===== src/rtl/video_pkg.sv =====
// Shared raster constants, RGB332 layout and raster flag decode for the DK video path.
// Latency: n/a (package). Backpressure: n/a.
package video_pkg;

    localparam int CNT_W  = 9;
    localparam int PAL_AW = 8;
    localparam int PAL_DW = 8;

    // Donkey Kong CRT raster, in pixel-clock units
    localparam logic [CNT_W-1:0] H_ACTIVE    = 9'd256;
    localparam logic [CNT_W-1:0] H_TOTAL     = 9'd384;
    localparam logic [CNT_W-1:0] HSYNC_START = 9'd280;
    localparam logic [CNT_W-1:0] HSYNC_LEN   = 9'd32;
    localparam logic [CNT_W-1:0] V_ACTIVE    = 9'd224;
    localparam logic [CNT_W-1:0] V_TOTAL     = 9'd264;
    localparam logic [CNT_W-1:0] VSYNC_START = 9'd240;
    localparam logic [CNT_W-1:0] VSYNC_LEN   = 9'd4;

    localparam logic [CNT_W-1:0] H_LAST    = H_TOTAL - 9'd1;
    localparam logic [CNT_W-1:0] V_LAST    = V_TOTAL - 9'd1;
    localparam logic [CNT_W-1:0] HSYNC_END = HSYNC_START + HSYNC_LEN;
    localparam logic [CNT_W-1:0] VSYNC_END = VSYNC_START + VSYNC_LEN;

    // 640x480 timing on the frame doubler's output side
    localparam logic [9:0] OUT_H_ACTIVE    = 10'd640;
    localparam logic [9:0] OUT_H_TOTAL     = 10'd800;
    localparam logic [9:0] OUT_HSYNC_START = 10'd656;
    localparam logic [9:0] OUT_HSYNC_LEN   = 10'd96;
    localparam logic [9:0] OUT_V_ACTIVE    = 10'd480;
    localparam logic [9:0] OUT_V_TOTAL     = 10'd525;
    localparam logic [9:0] OUT_VSYNC_START = 10'd490;
    localparam logic [9:0] OUT_VSYNC_LEN   = 10'd2;

    // RGB332 packing {b[1:0], g[2:0], r[2:0]}
    localparam int R_OFS = 0;
    localparam int R_W   = 3;
    localparam int G_OFS = 3;
    localparam int G_W   = 3;
    localparam int B_OFS = 6;
    localparam int B_W   = 2;

    typedef struct packed {
        logic [B_W-1:0] b;
        logic [G_W-1:0] g;
        logic [R_W-1:0] r;
    } rgb332_t;

    typedef struct packed {
        logic active;
        logic hblank;
        logic vblank;
        logic hsync_n;
        logic vsync_n;
        logic first;
    } raster_flags_t;

    localparam raster_flags_t FLAGS_IDLE = '{active: 1'b0, hblank: 1'b1, vblank: 1'b1,
                                             hsync_n: 1'b1, vsync_n: 1'b1, first: 1'b0};

    function automatic raster_flags_t raster_flags(input logic [CNT_W-1:0] h,
                                                   input logic [CNT_W-1:0] v);
        raster_flags_t f;
        f.hblank  = (h >= H_ACTIVE);
        f.vblank  = (v >= V_ACTIVE);
        f.active  = !f.hblank && !f.vblank;
        f.hsync_n = !((h >= HSYNC_START) && (h < HSYNC_END));
        f.vsync_n = !((v >= VSYNC_START) && (v < VSYNC_END));
        f.first   = (h == '0) && (v == '0);
        return f;
    endfunction

endpackage


===== src/rtl/palette_ram.sv =====
// 256x8 palette: one synchronous write port, one registered read port.
// Latency: read data valid 1 cycle after re; read-first on same-address collision. Backpressure: none.
module palette_ram
    import video_pkg::*;
(
    input  logic              masterclk,
    input  logic              we,
    input  logic [PAL_AW-1:0] waddr,
    input  logic [PAL_DW-1:0] wdata,
    input  logic              re,
    input  logic [PAL_AW-1:0] raddr,
    output logic [PAL_DW-1:0] rdata
);

    logic [PAL_DW-1:0] mem [0:(1<<PAL_AW)-1];

    always_ff @(posedge masterclk) begin
        if (we) begin
            mem[waddr] <= wdata;
        end
    end

    // Non-blocking read samples the pre-write contents: read-first
    always_ff @(posedge masterclk) begin
        if (re) begin
            rdata <= mem[raddr];
        end
    end

endmodule


===== src/rtl/dk_video_timing.sv =====
// DK 384x264 raster generator with palette lookup to RGB332; optional colour bars under VIDEO_TESTPATTERN_EN.
// Latency: 2 pix_ce from counter value to output. Backpressure: none, free-running on pix_ce.
module dk_video_timing
    import video_pkg::*;
(
    input  logic             masterclk,
    input  logic             rst,
    input  logic             pix_ce,
    output logic [CNT_W-1:0] hcount,
    output logic [CNT_W-1:0] vcount,
    input  logic [7:0]       pix_idx,
    input  logic             pal_we,
    input  logic [7:0]       pal_addr,
    input  logic [7:0]       pal_wdata,
    input  logic             test_en,
    output logic             out_valid,
    output logic [2:0]       out_r,
    output logic [2:0]       out_g,
    output logic [1:0]       out_b,
    output logic             hblank,
    output logic             vblank,
    output logic             hsync_n,
    output logic             vsync_n,
    output logic             frame_start
);

    raster_flags_t s1_flags;
    raster_flags_t s2_flags;
    logic [7:0]    s1_idx;
    logic [7:0]    s1_idx_d;
    logic [7:0]    pal_q;
    rgb332_t       px;

    // Reset lands in vertical blank so the frame doubler sees a clean frame start
    always_ff @(posedge masterclk or posedge rst) begin
        if (rst) begin
            hcount <= '0;
            vcount <= V_ACTIVE;
        end else if (pix_ce) begin
            if (hcount == H_LAST) begin
                hcount <= '0;
                vcount <= (vcount == V_LAST) ? '0 : vcount + 9'd1;
            end else begin
                hcount <= hcount + 9'd1;
            end
        end
    end

`ifdef VIDEO_TESTPATTERN_EN
    always_comb begin
        s1_idx_d = pix_idx;
        if (test_en) begin
            s1_idx_d = {hcount[7:5], hcount[7:5], hcount[7:6]};
        end
    end
`else
    logic unused_test_en;
    assign unused_test_en = test_en;

    always_comb begin
        s1_idx_d = pix_idx;
    end
`endif

    always_ff @(posedge masterclk or posedge rst) begin
        if (rst) begin
            s1_flags    <= FLAGS_IDLE;
            s1_idx      <= '0;
            s2_flags    <= FLAGS_IDLE;
            frame_start <= 1'b0;
        end else begin
            frame_start <= pix_ce && s1_flags.first;
            if (pix_ce) begin
                s1_flags <= raster_flags(hcount, vcount);
                s1_idx   <= s1_idx_d;
                s2_flags <= s1_flags;
            end
        end
    end

    // The palette's read register doubles as the S2 colour register
    palette_ram u_palette (
        .masterclk (masterclk),
        .we        (pal_we),
        .waddr     (pal_addr),
        .wdata     (pal_wdata),
        .re        (pix_ce),
        .raddr     (s1_idx),
        .rdata     (pal_q)
    );

    assign px        = rgb332_t'(pal_q);
    assign out_valid = s2_flags.active;
    assign out_r     = s2_flags.active ? px.r : '0;
    assign out_g     = s2_flags.active ? px.g : '0;
    assign out_b     = s2_flags.active ? px.b : '0;
    assign hblank    = s2_flags.hblank;
    assign vblank    = s2_flags.vblank;
    assign hsync_n   = s2_flags.hsync_n;
    assign vsync_n   = s2_flags.vsync_n;

endmodule


===== config.mk =====
export PLATFORM = sky130hd
export DESIGN_NAME = dk_video_timing
export DESIGN_NICKNAME = d
export VERILOG_FILES = /design/src/rtl/video_pkg.sv /design/src/rtl/palette_ram.sv /design/src/rtl/dk_video_timing.sv
export SDC_FILE = /design/constraint.sdc
export NUM_CORES = 2
export LEC_CHECK = 0
export BUFFER_PORTS_ARGS = -buffer_cell sky130_fd_sc_hd__buf_4
export CORE_UTILIZATION = 45
export CTS_BUF_LIST = sky130_fd_sc_hd__clkbuf_4 sky130_fd_sc_hd__clkbuf_8 sky130_fd_sc_hd__clkbuf_16
export CTS_CLUSTER_DIAMETER = 80
export DETAILED_ROUTE_END_ITERATION = 6
export HOLD_SLACK_MARGIN = 0.15
export PLACE_DENSITY = 0.61
export RECOVER_POWER = 50
export SLEW_MARGIN = 15
export SYNTH_ARGS = -nofsm -noshare
export SYNTH_HDL_FRONTEND = slang
export SYNTH_SLANG_ARGS = --single-unit
export TNS_END_PERCENT = 30

===== constraint.sdc =====
create_clock -name masterclk -period 5.45 [get_ports masterclk]
set_input_delay 0.545 -clock masterclk [delete_from_list [all_inputs] [get_ports masterclk]]
set_output_delay 0.545 -clock masterclk [all_outputs]
set_load 0.01 [all_outputs]

# Yosys cells after proc, flatten, opt, wreduce, memory -nomap -nowiden

Memory sizes are Yosys's and may differ from the RTL's. A register that Yosys moved wholly into a read port is not among the register bits.
Index checks and enable logic that the tools add are counted.

$lt $le $gt $ge: 6
Reduce and logical (&&, ||, !) cells: 12
Eq/ne operators: 2
Muxes and demuxes: 7
$add $sub $neg: 2

Operators with widths:

| kind                                                                          | count |
|---|---|
| 9-bit by 1-bit adder with 9-bit output (second input constant)                | 2 |
| 9-bit equality test (second input constant)                                   | 2 |
| 9-bit by 8-bit >= comparator with 1-bit output (second input constant)        | 2 |
| 9-bit >= comparator (second input constant)                                   | 2 |
| 9-bit zero test                                                               | 2 |
| 9-bit 2-to-1 mux                                                              | 2 |
| 9-bit by 8-bit less-than comparator with 1-bit output (second input constant) | 1 |
| 9-bit less-than comparator (second input constant)                            | 1 |
| 3-bit 2-to-1 mux                                                              | 2 |
| 1-bit logical AND                                                             | 5 |
| 1-bit zero test                                                               | 4 |
| 1-bit 2-to-1 mux                                                              | 2 |
| 2-bit 2-to-1 mux                                                              | 1 |
| 2-bit AND reduction                                                           | 1 |

Bits in writable memories: 2048
Flip-flop bits (word level): 38
Memories: 1
Word-level logic and storage cells: 45

Memories:

| name          | depth | bits a word | rd ports | clocked after Yosys merged registers in | write ports | line              | source |
|---|---|---|---|---|---|---|---|
| u_palette.mem | 256   | 8           | 1        | 1                                       | 1           | palette_ram.sv:15 | `logic [PAL_DW-1:0] mem [0:(1<<PAL_AW)-1];` |

# Depth between registers and ports, before layout

Depth after elaboration: 3
Gate-level depth with buffers: 11
Gate-level depth less buffers: 6

# By module

Synthesis repeated with hierarchy kept, for this count alone.

Cells, all modules: 3892
Area, all modules: 81433.1 µm²

By module, submodules not included:

| module          | cells an instance | area each (µm²) | times used | seq. area each (µm²) |
|---|---|---|---|---|
| palette_ram     | 3733              | 79636.4         | 1          | 61739.2 |
| dk_video_timing | 159               | 1796.7          | 1          | 964.7 |

# Least setup slack after synthesis

Ideal clock, no wire load.

Path kind: in2reg
From: input port pal_addr[3]
To: memory u_palette.mem[235][0] (enable)
Data required time: 5.080 ns
Setup time: 0.370 ns
Arrival: 1.991 ns
Cell stages on the path: 6
Slack: 3.089 ns
Cell sequence: clkbuf_1 nor2b_1 clkbuf_1 nand4_1 clkbuf_1 nor2_1

RTL lines:

| element         | line                  | source |
|---|---|---|
| start, declared | dk_video_timing.sv:13 | `input logic [7:0] pal_addr,` |
| end, declared   | palette_ram.sv:15     |  |

No word-level cell before the write port.

# Worst setup path in the final report

From: input port pal_wdata[1]
To: memory u_palette.mem[88][1] (data pin)

RTL lines:

| element         | line                  | source |
|---|---|---|
| start, declared | dk_video_timing.sv:14 | `input logic [7:0] pal_wdata,` |

No word-level cell before the write port.

==> metrics.log <==
[metrics] Clock H-tree levels: 4
[metrics] Critical Path Max Stage Delay: 2080 ps
[metrics] Period Utilization, post-route: a little over 80%
[metrics] hold slack final: 243.6 ps
[metrics] category of the most critical setup path: in2reg
[metrics] post-synthesis cell type count: 73
[metrics] clk root buf: sky130_fd_sc_hd__clkbuf_16
[metrics] area delta synth->final: 11.66%
[metrics] Final #Nets: 4080
[metrics] most common cell after layout, fill and taps aside: sky130_fd_sc_hd__edfxtp_1
[metrics] cell accounting for the most synthesized area: sky130_fd_sc_hd__edfxtp_1
[metrics] flip-flop and latch count after synthesis: approximately 2100
[metrics] areal power density over the cells: about 380 nW/µm²
[metrics] largest net degree at the start of global routing: between 150 and 200
[metrics] All-Layer GR Usage: roughly 22%
[metrics] clock-pin slew on the worst setup and hold paths: 60 ps
[metrics] Min Clock Period, post-route: 4501 ps
[metrics] top cells by area in the synthesized netlist: sky130_fd_sc_hd__edfxtp_1 76%, sky130_fd_sc_hd__mux4_2 11%, sky130_fd_sc_hd__a22oi_1 1.6%
[metrics] critical path startpoint category: input port
[metrics] share of the synthesized area in the top cell type: 75.59%
[metrics] worst ir drop on vdd: about 0.00033 V
[metrics] result of the run: complete, but fails checks
[metrics] cells along the critical path: clkbuf_2 > clkbuf_2
[metrics] achievable frequency: approximately 0.22 GHz
[metrics] routed length per placed instance: a little over 30 µm
[metrics] Setup crit end kind: flip-flop
[metrics] count of buffers from port buffering: between 50 and 60
[metrics] most prevalent standard cell on the critical path: sky130_fd_sc_hd__clkbuf_2
[metrics] total of warnings raised by yosys: 0
[metrics] max-cap viol count: 14
[metrics] Cell Area, Synth: between 80000 and 90000 µm²
[metrics] first-pass iteration count of the detailed router: 6
[metrics] share of total power in combinational logic: 7.5%
[metrics] Detail Placement HPWL: roughly 120000 µm
[metrics] setup repair after global routing missed its margin: no
[metrics] Switching Share: between 20% and 30%
[metrics] horizontal extent of the die: 428.0 µm
[metrics] post-detailed-routing wire length: approximately 200000 µm
[metrics] Syn Area/Cell: ~21 µm²
[metrics] Reg power frac: a little over 50%
[metrics] clock tree from TritonCTS: yes
[metrics] number of nets with antenna violations after routing: 0
[metrics] number of placed I/O pins: about 60
[metrics] initial DRC count: between 4000 and 5000
[metrics] clock buffer count from CTS: slightly above 200
[metrics] Cell Int Power: ~0.027 W
[metrics] drc violations: 0
[metrics] pins over their slew limit: about 1200
[metrics] initial standard-cell utilization of the core: 45.24%
[metrics] Final Hold Violating Endpoints: 0
[metrics] Data arrival, critical path: between 4000 and 5000 ps
[metrics] placer congestion estimate: ~0.85
[metrics] count of flip-flops with a built-in enable after synthesis: around 2000
[metrics] sequential element share of the synthesized area: between 70% and 80%
[metrics] Synthesized Nets: 3946
[metrics] DIE AREA: approximately 180000 µm²
[metrics] Min-Delay Path Class: in2reg
[metrics] Required @ worst endpoint: 5670 ps
[metrics] violations in the final reports: max-capacitance violations, max-slew violations
[metrics] die span in y: roughly 430 µm
[metrics] first-pass GRT wire length: between 200000 and 300000 µm
[metrics] Top FF cell, synth: sky130_fd_sc_hd__edfxtp_1
[metrics] cell at the slowest stage of the critical path: sky130_fd_sc_hd__clkbuf_2
[metrics] floorplan row count: between 150 and 200
[metrics] crit path buf inv count: 2
[metrics] power dissipated by switching net loads: roughly 0.0078 W
[metrics] number of antenna violations at the first check in global routing: 7
[metrics] most frequent cells in the layout: 2056 x sky130_fd_sc_hd__edfxtp_1, 407 x sky130_fd_sc_hd__mux4_2, 290 x sky130_fd_sc_hd__nor2_1
[metrics] ratio of cells with drive above 1 in the final layout: between 20% and 30%
[metrics] count of cells resized by post-cts repair: 0
[metrics] deepest clock path buffer count: 3
[metrics] Fin Setup TNS: 0 ps
[metrics] fraction of registers with async set or reset after synthesis: under 10%
[metrics] overflow left after global routing: 0
[metrics] core region area: 180500 µm²
[metrics] total setup violations reported at the end of the flow: 0
[metrics] CTS sink count: approximately 2100
[metrics] number of cells produced by synthesis: just under 4000
[metrics] insertion delay of the later-clocked pin in the worst-skew pair: ~840 ps
[metrics] biggest fanout along the worst timing path: about 130
[metrics] number of global-route vias before repair: roughly 40000
[metrics] slew at the pin closest to its max-slew limit: about 4900 ps
[metrics] Via-to-Cell Ratio: around 6
[metrics] Leakage Power: around 28 nW
[metrics] routed vias: about 40000
[metrics] CP delay by family, top: buffers and inverters
[metrics] skew final: approximately 36 ps
[metrics] clock group share of total power: roughly two fifths
[metrics] worst slew margin relative to its limit: -229.7%
[layout make-up]
class / instances / area (µm²)
Timing Repair Buffer: 169 / 1456
Antenna cell: 4 / 10.01
Multi-Input combinational cell: 1563 / 17250
Clock inverter: 120 / 1236
Fill cell: 14320 / 89340
Tap cell: 2370 / 2965
Inverter: 16 / 60.06
Clock buffer: 254 / 5512
Sequential cell: 2094 / 62710
[per-stage QoR]
step                      total power (W)  instances  area [µm²]  util, %  setup WS (ps)
final                             0.03460       6590       91210    50.52          948.7
after global placement            0.02080       6202       84450    46.78           1232
after global routing              0.03554       6587       91200    50.51          579.9
after CTS                         0.03480       6586       91300    50.57           1310
after floorplan                   0.01978       3913       81680        -           3089
after detailed placement          0.02084       6202       84450    46.78           1334
[routing by layer]
metal  wire, µm  global-route usage, %  vias up
met5          0                      0        -
met4       6120                  6.935        0
met3      13800                  3.701      270
met2      96630                  34.62     1489
met1      82580                  30.29    21190
li1           -                      -    16630
[cell families after synthesis]
| family | after synthesis | share of synthesized area, % |
|---|---|---|
| simple gates | 520 | 2.926 |
| flops | 2094 | 76.77 |
| compound gates | 440 | 3.744 |
| fa+ha+maj | 4 | 0.06128 |
| buf+inv | 256 | 2.163 |
| xor+xnor | 13 | 0.1394 |
| mux | 586 | 14.20 |
[Yosys cell counts, types with 4 or more instances]
cell type and count:
sky130_fd_sc_hd__mux4_2 407, sky130_fd_sc_hd__a22oi_1 169, sky130_fd_sc_hd__nand2b_1 5, sky130_fd_sc_hd__edfxtp_1 2056, sky130_fd_sc_hd__or2_2 4, sky130_fd_sc_hd__buf_6 33
sky130_fd_sc_hd__and3_1 10, sky130_fd_sc_hd__o31ai_1 4, sky130_fd_sc_hd__nor2b_1 21, sky130_fd_sc_hd__nor2_1 290, sky130_fd_sc_hd__buf_4 19, sky130_fd_sc_hd__a31oi_1 10
sky130_fd_sc_hd__o22ai_1 25, sky130_fd_sc_hd__mux4_1 38, sky130_fd_sc_hd__nor3_1 19, sky130_fd_sc_hd__clkbuf_4 5, sky130_fd_sc_hd__dfrtp_1 27, sky130_fd_sc_hd__clkbuf_1 81
sky130_fd_sc_hd__and2_1 12, sky130_fd_sc_hd__inv_1 16, sky130_fd_sc_hd__nand2_1 55, sky130_fd_sc_hd__a311oi_1 6, sky130_fd_sc_hd__xnor2_1 11, sky130_fd_sc_hd__a211oi_1 13
sky130_fd_sc_hd__o221ai_1 31, sky130_fd_sc_hd__nor4_1 21, sky130_fd_sc_hd__mux2i_1 124, sky130_fd_sc_hd__dfstp_2 11, sky130_fd_sc_hd__buf_12 14, sky130_fd_sc_hd__nand4_1 20
sky130_fd_sc_hd__a221oi_1 15, sky130_fd_sc_hd__buf_8 13, sky130_fd_sc_hd__buf_2 70, sky130_fd_sc_hd__a22o_1 12, sky130_fd_sc_hd__nand3_1 36, sky130_fd_sc_hd__o21ai_0 22
sky130_fd_sc_hd__buf_1 4, sky130_fd_sc_hd__a21oi_1 107, sky130_fd_sc_hd__mux2_2 17, sky130_fd_sc_hd__ha_1 4
[power groups by stage]
stage | Clock (W) | Sequential (W) | Combinational [W]
6_report | 0.0141 | 0.0179 | 0.00259
2_1_floorplan | 0 | 0.0182 | 0.00161
3_5_place_dp | 0 | 0.0182 | 0.00260
4_1_cts | 0.0143 | 0.0179 | 0.00261
5_1_grt | 0.0149 | 0.0179 | 0.00272
3_3_place_gp | 0 | 0.0182 | 0.00257
[state kept, by name, indices dropped and copies added, names as in the netlist, 6 cells and up]
| signal | cells |
|---|---|
| u_palette.rdata | 8 |
| s1_idx | 8 |
| vcount | 9 |
| hcount | 9 |
| s1_flags | 6 |
| u_palette.mem | 2048 |
[final timing paths]
path | slack [ps] | cells after the start | to | start
setup / recovery | 950 | 2 | u_palette.mem[88][1] | pal_wdata[1]
hold / removal | 240 | 1 | u_palette.mem[171][3] | pal_wdata[3]
setup reg to reg | 1170 | 7 | u_palette.rdata[1] | s1_idx[0]
hold reg to reg | 490 | 1 | frame_start | s1_flags[0]
max in group asynchronous | 3300 | 3 | s1_idx[1] | rst
min in group asynchronous | 840 | 3 | vcount[1] | rst
[what timing repair did]
item,4_1_cts,5_1_grt
endpoints found under the hold margin,82,0
hold buffers,10,0
setup buffers,0,0
Note: power is estimated with default switching activity, not from simulation.
